**config.mk**
```make
export PLATFORM = sky130hd
export DESIGN_NAME = if_stage
export DESIGN_NICKNAME = d
export VERILOG_FILES = /design/src/rtl/if_stage_pkg.sv /design/src/rtl/if_stage.sv
export SDC_FILE = /design/constraint.sdc
export NUM_CORES = 1
export LEC_CHECK = 0
export BUFFER_PORTS_ARGS = -buffer_cell sky130_fd_sc_hd__buf_2
export CAP_MARGIN = 20
export CORE_MARGIN = 1.5
export CORE_UTILIZATION = 55
export CTS_CLUSTER_DIAMETER = 30
export DETAILED_ROUTE_END_ITERATION = 12
export GPL_TIMING_DRIVEN = 0
export HOLD_SLACK_MARGIN = 0.06
export PLACE_DENSITY = 0.93
export SLEW_MARGIN = 20
export SYNTH_ARGS = -nofsm -noshare
export SYNTH_HDL_FRONTEND = slang
export SYNTH_SLANG_ARGS = --single-unit
```
**constraint.sdc**
```tcl
create_clock -name clk -period 4.37 [get_ports clk]
set_input_delay 0.874 -clock clk [delete_from_list [all_inputs] [get_ports clk]]
set_output_delay 0.874 -clock clk [all_outputs]
set_load 0.02 [all_outputs]
```
**src/rtl/if_stage_pkg.sv**
```systemverilog
// Shared definitions for the IF stage and its neighbours: reset PC and
// inter-stage bus widths/field offsets (also used by the decode stage).
package if_stage_pkg;

  localparam logic [31:0] RESET_PC_DEFAULT = 32'h1c00_0000;

  localparam int unsigned FS_TO_DS_BUS_W = 64;
  localparam int unsigned BR_BUS_W       = 33;

  // fs_to_ds_bus = {inst, pc}
  localparam int unsigned FS_PC_LSB   = 0;
  localparam int unsigned FS_INST_LSB = 32;

  // br_collect = {br_taken, br_target}
  localparam int unsigned BR_TARGET_LSB = 0;
  localparam int unsigned BR_TAKEN_BIT  = 32;

endpackage

```
**src/rtl/if_stage.sv**
```systemverilog
// Instruction fetch: pre-IF request generation plus IF register, single
// outstanding SRAM-like request. Optional counters under FETCH_PERF_CNT_EN.
module if_stage
  import if_stage_pkg::*;
#(
  parameter logic [31:0] RESET_PC = RESET_PC_DEFAULT
) (
  input  logic                      clk,
  input  logic                      resetn,
  input  logic                      ds_allowin,
  input  logic [BR_BUS_W-1:0]       br_collect,
  output logic                      fs_to_ds_valid,
  output logic [FS_TO_DS_BUS_W-1:0] fs_to_ds_bus,
  output logic                      inst_sram_req,
  output logic                      inst_sram_wr,
  output logic [1:0]                inst_sram_size,
  output logic [3:0]                inst_sram_wstrb,
  output logic [31:0]               inst_sram_addr,
  output logic [31:0]               inst_sram_wdata,
  input  logic                      inst_sram_addr_ok,
  input  logic                      inst_sram_data_ok,
  input  logic [31:0]               inst_sram_rdata
`ifdef FETCH_PERF_CNT_EN
  ,
  output logic [31:0]               fetch_cnt,
  output logic [31:0]               cancel_cnt
`endif
);

  logic        resetn_q;
  logic [31:0] pf_pc;
  logic        fs_valid;
  logic [31:0] fs_pc;
  logic        fs_wait;
  logic        cancel;
  logic [31:0] inst_buf;
  logic        inst_buf_valid;
  logic [31:0] br_buf;
  logic        br_buf_valid;

  logic        br_taken;
  logic [31:0] br_target;
  logic [31:0] nextpc;
  logic        fs_ready_go;
  logic        fs_allowin;
  logic        accept;
  logic        handoff;
  logic        data_live;
  logic        capture;

  assign br_taken  = br_collect[BR_TAKEN_BIT];
  assign br_target = br_collect[BR_TARGET_LSB +: 32];

  always_comb begin
    nextpc = pf_pc + 32'd4;
    if (br_taken)          nextpc = br_target;
    else if (br_buf_valid) nextpc = br_buf;
  end

  assign data_live      = fs_wait & inst_sram_data_ok & ~cancel;
  assign fs_ready_go    = data_live | inst_buf_valid;
  assign fs_allowin     = ~fs_valid | (fs_ready_go & ds_allowin);
  assign fs_to_ds_valid = fs_valid & fs_ready_go;
  assign handoff        = fs_to_ds_valid & ds_allowin;
  assign capture        = data_live & ~ds_allowin;

  assign inst_sram_req   = resetn_q & fs_allowin & ~cancel;
  assign accept          = inst_sram_req & inst_sram_addr_ok;
  assign inst_sram_addr  = nextpc;
  assign inst_sram_wr    = 1'b0;
  assign inst_sram_size  = 2'b10;
  assign inst_sram_wstrb = '0;
  assign inst_sram_wdata = '0;

  assign fs_to_ds_bus[FS_INST_LSB +: 32] = inst_buf_valid ? inst_buf : inst_sram_rdata;
  assign fs_to_ds_bus[FS_PC_LSB +: 32]   = fs_pc;

  always_ff @(posedge clk) resetn_q <= resetn;

  always_ff @(posedge clk) begin
    if (!resetn) begin
      pf_pc          <= RESET_PC - 32'd4;
      fs_valid       <= 1'b0;
      fs_pc          <= '0;
      fs_wait        <= 1'b0;
      cancel         <= 1'b0;
      inst_buf       <= '0;
      inst_buf_valid <= 1'b0;
      br_buf         <= '0;
      br_buf_valid   <= 1'b0;
    end else begin
      if (accept) begin
        pf_pc    <= nextpc;
        fs_pc    <= nextpc;
        fs_valid <= 1'b1;
      end else if (handoff || br_taken) begin
        fs_valid <= 1'b0;
      end

      if (accept)                            fs_wait <= 1'b1;
      else if (fs_wait && inst_sram_data_ok) fs_wait <= 1'b0;

      // Only arm cancel while the response is still outstanding; a response
      // arriving in the redirect cycle is consumed (or dropped) right here.
      if (cancel && inst_sram_data_ok)                      cancel <= 1'b0;
      else if (br_taken && fs_wait && !inst_sram_data_ok)   cancel <= 1'b1;

      if (capture) inst_buf <= inst_sram_rdata;
      if (br_taken || handoff) inst_buf_valid <= 1'b0;
      else if (capture)        inst_buf_valid <= 1'b1;

      if (br_taken && !accept) begin
        br_buf       <= br_target;
        br_buf_valid <= 1'b1;
      end else if (accept) begin
        br_buf_valid <= 1'b0;
      end
    end
  end

`ifdef FETCH_PERF_CNT_EN
  logic dropped;

  // Late cancelled response, wrong-path response in the redirect cycle, or
  // a held instruction killed by the redirect; these never coincide.
  assign dropped = (cancel & inst_sram_data_ok)
                 | (br_taken & ~handoff & (capture | inst_buf_valid));

  always_ff @(posedge clk) begin
    if (!resetn) begin
      fetch_cnt  <= '0;
      cancel_cnt <= '0;
    end else begin
      if (handoff) fetch_cnt  <= fetch_cnt + 32'd1;
      if (dropped) cancel_cnt <= cancel_cnt + 32'd1;
    end
  end
`endif

endmodule
```
* Yosys cells after proc, flatten, opt, wreduce, memory -nomap -nowiden *
Cells that the tools add are included.

word-level totals
  output and inout port bits = 137
  register bits = 134
  input port bits = 70

operators by class
  bitwise logic cells = 15
  $add $sub $neg = 1
  muxes and demuxes = 9
  reductions and logical operators = 13

operator list
  operator                                                          count
  32-bit two-way mux                                                3
  32-bit by 3-bit adder with 32-bit output (second input constant)  1
  1-bit AND                                                         9
  1-bit two-way mux                                                 6
  2-bit nonzero test                                                3
  1-bit logical AND                                                 5
  1-bit NOT                                                         4
  2-bit OR reduction                                                2
  1-bit logical NOT                                                 2
  1-bit bitwise OR                                                  2
  1-bit logical OR                                                  1

* Depth between registers and ports, before layout *
Gate-level depths: netlist of the first run.

  depth in word-level cells = 11
  gate-level depth with buffers = 9
  gate-level depth less buffers = 6

* Least setup slack after synthesis of the first run *
OpenSTA, ideal clock, no wires.

  path type = input to output
  start point = input br_collect[32]
  end point = output inst_sram_addr[19]
  path buffers = 4
  data required time = 3.496 ns
  path slack = 1.130 ns
  arrival = 2.366 ns
  stages = 7
  cell sequence = clkbuf_1 > clkbuf_1 > clkbuf_1 > clkbuf_1 > nor2_1 > a21oi_1 > nand2_1

on the way
  cells in the longest elaborated chain, start to end = 1

ends and longest elaborated chain
  item                line            source
  start: declaration  if_stage.sv:11  input logic [BR_BUS_W-1:0] br_collect,
  32-bit two-way mux  if_stage.sv:56  if (br_taken) nextpc = br_target;
  end: declaration    if_stage.sv:18  output logic [31:0] inst_sram_addr,

Every way passes these cells.

* Worst setup path in the final report of the first run *
Ends and elaborated chain as after synthesis.

==> results of run 1 <==
kinds of logic after synthesis:
kind of cell	after synthesis	share of synthesized area [%]
and+or+nand+nor	363	24.5
AOI/OAI and AO/OA	223	21.1
buffers and inverters	130	9.51
DFF	128	36.3
muxes	46	7.12
xor gates and xnor gates	10	1.24
other	2	0.106
adders and majority gates	1	0.177
stage by stage:
stage	cells	total power, mW	instance area, um^2	hold WS, ns
final	1310	3.57	8860	0.463
after detailed placement	1278	2.12	8250	0.453
after global routing	1309	3.69	8850	0.482
after global placement	1278	2.10	8250	0.445
after CTS	1308	3.54	8850	0.460
after floorplan	940	1.86	7200	0.438
critical path: stages:
cell	delay (ns)
clkbuf_1	0.30
clkbuf_1	0.49
clkbuf_1	0.63
clkbuf_1	0.45
nor2_1	0.10
a21oi_1	0.23
nand2_1	0.08
buf_2	0.16
metal layers:
metal	up-vias	routed length [um]	global-route usage [%]
met1	3432	8370	38.9
met5	-	0	0
met2	478	10400	53.3
li1	3510	-	-
met3	103	2800	11.3
met4	0	1010	20.4
final cells by class:
cell class / count / area [um^2] / area share (%)
tap: 172 / 215 / 2.43
clock inverter: 5 / 75.1 / 0.848
multi-input combinational: 682 / 3970 / 44.8
buffer: 115 / 616 / 6.95
antenna: 2 / 5.00 / 0.0565
clock buffer: 25 / 526 / 5.93
inverter: 15 / 56.3 / 0.636
sequential: 128 / 2560 / 28.9
timing repair buffer: 166 / 831 / 9.38
power breakdown:
| group | switching [mW] | internal [mW] | leakage (nW) |
|---|---|---|---|
| Combinational | 0.546 | 0.300 | 2.55 |
| Sequential | 0.0492 | 1.23 | 1.05 |
| Clock | 0.504 | 0.936 | 0.301 |
cells in the final DEF, fill, tap and decap left out, types with 4 or more instances in the layout:
master,Yosys,final
a21boi_0,70,70
a21oi_1,35,35
a31oi_1,16,16
and2_1,5,5
and3_1,7,7
and4_1,6,6
buf_1,6,6
buf_2,3,169
buf_4,46,46
clkbuf_1,59,60
clkbuf_16,0,17
clkbuf_8,0,7
conb_1,2,39
dfxtp_1,128,128
inv_1,15,15
mux2_2,34,34
mux2i_1,12,12
nand2_1,193,193
nand2b_1,9,9
nand3_1,18,18
nand4_1,12,12
nor2_1,46,46
nor2b_1,6,6
nor3_1,16,16
nor3b_1,11,11
nor4_1,6,6
o21a_1,8,8
o21ai_0,52,52
o221a_1,4,4
or2_2,4,4
or3_1,4,4
or4_1,4,4
xnor2_1,7,7
path summary, 6_finish.rpt:
check | startpoint | to | slack [ns] | cells after the start
min reg2reg | fs_pc[3] | fs_pc[3] | 0.46 | 2
max | br_collect[32] | inst_sram_addr[19] | 0.18 | 8
min | fs_pc[3] | fs_pc[3] | 0.46 | 2
max reg2reg | inst_buf_valid | fs_pc[17] | 1.70 | 7
state kept, by name, indices dropped and copies added (netlist names):
signal / count
fs_valid: 1
pf_pc: 32
inst_buf_valid: 1
fs_wait: 1
fs_pc: 26
inst_buf: 32
resetn_q: 1
cancel: 1
br_buf_valid: 1
br_buf: 32
==> results.tsv, run 1 <==
metric	value	unit
Avg Vias per Cell	5.74	
gr usage total	33.4	%
Max Root-Sink Buffers	2	
hpwl dp	16400	um
Remaining DRCs	0	
Max Slew Vio Count	0	
post-detailed-route wirelength per cell	17.3	um
synth top area cells	dfxtp_1, nand2_1, a21boi_0	
total gr overflow	0	
post-cts sizing count	0	
# fillers	1016	
Leak	3.89	nW
Setup WS post-layout	0.177	ns
synth warn	0	
root buf cell	clkbuf_16	
Main synth FF type	dfxtp_1	
Period Utilization, post-route	95.9	%
setup TNS	0	ns
RSZ-0062 raised after global routing	false	
most numerous cell in the Yosys netlist	nand2_1	
port buffer count	166	
number of synthesized flops with an enable pin	0	
initial antenna violation count	2	
DRT Wirelength	22600	um
CTS Buf Count	17	
Die ar.	13500	um^2
IO Count	207	
Fin. Hold Viols	0	
outcome	finished clean	
post-synth cell types	68	
Yosys reg bits	128	
GPL Wtd Cong	0.994	
Initial DRT Pass Iterations	6	
CTS Sinks	128	
CTS H-tree depth	4	
nets	1196	
Cell Pwr Density	403	nW/um^2
row count	41	
crit start category	input pin	
Via Count	7523	
TritonCTS clock tree	yes	
Mean Syn Cell Area	7.82	um^2
post-synth top area share	36.3	%
Die Y	116	um
Hold-fix buffers, CTS	0	
number of global-route vias before repair	6962	
CTS clk-pin slew, worst paths	0.05	ns
minimum clock period	4.19	ns
pre-CTS WS	0.241	ns
crit path kind	in -> out	
Antenna Nets Post-Route	0	
crit path max fanout	10	
asr flop ratio synth	0	%
global-route wire length before repair	34600	um
Clock Latency Late Sink	0.42	ns
final core occ	70.5	%
Area Overhead vs Synth	25.3	%
Tightest Pin Transition	1.00	ns
Crit path arrival time	3.32	ns
initial core utilization	56.2	%
Mapped Area	7070	um^2
Post-Synthesis Cells	903	
Iter 0 DRT Violations	780	
share of cells above drive strength 1	26.1	%
Slew headroom	32.5	%
CP endpoint kind	primary output	
core area	12600	um^2
Die Wd	116	um
# Post-CTS Setup Buffers	0	
Setup Skew	0.00956	ns
synth cell count leaders	nand2_1, dfxtp_1, a21boi_0	
max cap viols	0	
register area share after synthesis	36.3	%
Fmax achieved	238	MHz
Hold Path Class	reg -> reg	
Worst Path Required	3.50	ns
final setup fails	0	
Yosys top cell by area	dfxtp_1	
largest net degree at the start of global routing	17	
maximum vdd ir drop	0.000221	V
No activity file was read; power rests on OpenSTA's default activity.
==> run 2: changes to the inputs <==
--- a/config.mk
+++ b/config.mk
@@ -14,6 +14,7 @@
 export GPL_TIMING_DRIVEN = 0
 export HOLD_SLACK_MARGIN = 0.06
 export PLACE_DENSITY = 0.93
+export RECOVER_POWER = 25
 export SLEW_MARGIN = 20
 export SYNTH_ARGS = -nofsm -noshare
 export SYNTH_HDL_FRONTEND = slang
==> results.tsv, run 2 (synthesis results as in run 1) <==
metric	value	unit
outcome	finished clean	
RSZ-0062 raised after global routing	false	
Flop pwr share	36.0	%
FF/Latch Area	2560	um^2
global-route wire length before repair	34600	um
nets	1196	
port buffer count	166	
total power	3.56	mW
Fin. Hold Viols	0	
Setup Skew	0.00987	ns
Die Y	116	um
Hold-fix buffers, CTS	0	
Fmax achieved	239	MHz
total gr overflow	0	
Register-to-Register Path Depth	7	
Leak	3.76	nW
row count	41	
area of the multi-input gates	3970	um^2
Via Count	7529	
Crit path arrival time	3.31	ns
TritonCTS clock tree	yes	
hpwl dp	16400	um
Comb power frac	23.6	%
share of cells above drive strength 1	23.1	%
largest net degree at the start of global routing	17	
hold worst-path end	br_buf[17]	
Post-Layout Cell Count	1310	
Worst Hold Path Cells	2	
Avg Vias per Cell	5.75	
crit start category	input pin	
minimum clock period	4.18	ns
Initial DRT Pass Iterations	5	
R2R Path Start	inst_buf_valid	
Period Utilization, post-route	95.7	%
Iter 0 DRT Violations	797	
IO Count	207	
number of global-route vias before repair	6962	
Die Wd	116	um
Cell Pwr Density	404	nW/um^2
CTS clk-pin slew, worst paths	0.05	ns
Worst Path Required	3.50	ns
DRT Wirelength	22600	um
post-cts sizing count	0	
Remaining DRCs	0	
Tightest Pin Transition	0.989	ns
Slew headroom	33.5	%
crit path kind	in -> out	
Max Root-Sink Buffers	2	
CP endpoint kind	primary output	
clock share of power	40.4	%
setup TNS	0	ns
HP Start	br_buf[17]	
crit path max fanout	10	
Max Slew Vio Count	0	
Area Overhead vs Synth	24.7	%
CTS Sinks	128	
Switching Share	30.9	%
Antenna Nets Post-Route	0	
initial core utilization	56.2	%
largest registers	br_buf x32, inst_buf x32, pf_pc x32	
reg2reg end	fs_pc[17]	
final setup fails	0	
Cells after DPL	1278	
Hold Path Class	reg -> reg	
most frequent cells in the layout	nand2_1, buf_2, dfxtp_1, clkbuf_1, a21boi_0	
# Post-CTS Setup Buffers	0	
root buf cell	clkbuf_16	
net load switching power	1.10	mW
max cap viols	0	
R2R Setup Slk	1.69	ns
Clock Latency Late Sink	0.43	ns
core area	12600	um^2
# fillers	1038	
CTS Buf Count	17	
GPL Wtd Cong	0.994	
maximum vdd ir drop	0.000222	V
initial antenna violation count	2	
CTS H-tree depth	4	
gr usage total	33.4	%
post-detailed-route wirelength per cell	17.3	um
commonest non-fill, non-tap cell in the layout	nand2_1	
Internal	2.46	mW
Die ar.	13500	um^2
run 2: cell count changes in the layout (fill, tap and decap cells not counted):
cell | before | now
buf_2 | 169 | 135
clkbuf_1 | 60 | 94
run 2: power groups by stage:
stage / Clock [mW] / Combinational [mW] / Sequential [mW]
after floorplan: 0 / 0.549 / 1.31
after global placement: 0 / 0.807 / 1.30
after detailed placement: 0 / 0.820 / 1.30
after CTS: 1.44 / 0.826 / 1.28
after global routing: 1.50 / 0.903 / 1.29
final: 1.44 / 0.839 / 1.28
run 2: routing by layer:
metal | up-vias | share of wire (%) | track usage, %
li1 | 3507 | - | -
met1 | 3416 | 37 | 38.9
met2 | 512 | 46 | 53.3
met3 | 94 | 13 | 11.3
met4 | 0 | 4.3 | 20.4
met5 | - | 0 | 0
run 2: how the worst max path moves through the flow:
stage                     slack [ns]      startpoint            endpoint  cells past startpoint
after global routing            0.08  br_collect[32]  inst_sram_addr[19]                      8
final                           0.19  br_collect[32]  inst_sram_addr[19]                      8
after detailed placement        0.24  br_collect[32]  inst_sram_addr[19]                      8
after global placement          0.31  br_collect[32]  inst_sram_addr[19]                      8
after CTS                       0.24  br_collect[32]  inst_sram_addr[19]                      8
after floorplan                 1.13  br_collect[32]  inst_sram_addr[19]                      7
run 2: metrics by stage:
stage | hold slack [ns] | instance area, um^2 | utilization, % | setup WS [ns]
floorplan | 0.438 | 7200 | - | 1.13
global placement | 0.445 | 8250 | 65.6 | 0.313
detailed placement | 0.453 | 8250 | 65.6 | 0.241
CTS | 0.460 | 8850 | 70.4 | 0.240
global route | 0.482 | 8810 | 70.1 | 0.0764
finish | 0.464 | 8810 | 70.1 | 0.186
run 2: final cells by class:
| cell class | count | share of cell area [%] |
|---|---|---|
| clock buffer | 25 | 5.96 |
| buffer | 115 | 6.98 |
| inverter | 15 | 0.639 |
| tap | 172 | 2.44 |
| timing repair buffer | 166 | 8.94 |
| multi-input combinational | 682 | 45.0 |
| antenna | 2 | 0.0568 |
| sequential | 128 | 29.1 |
| clock inverter | 5 | 0.852 |
run 2: critical path: stages:
cell      delay (ns)
clkbuf_1        0.29
clkbuf_1        0.48
clkbuf_1        0.65
clkbuf_1        0.44
nor2_1          0.10
a21oi_1         0.23
nand2_1         0.08
buf_2           0.16
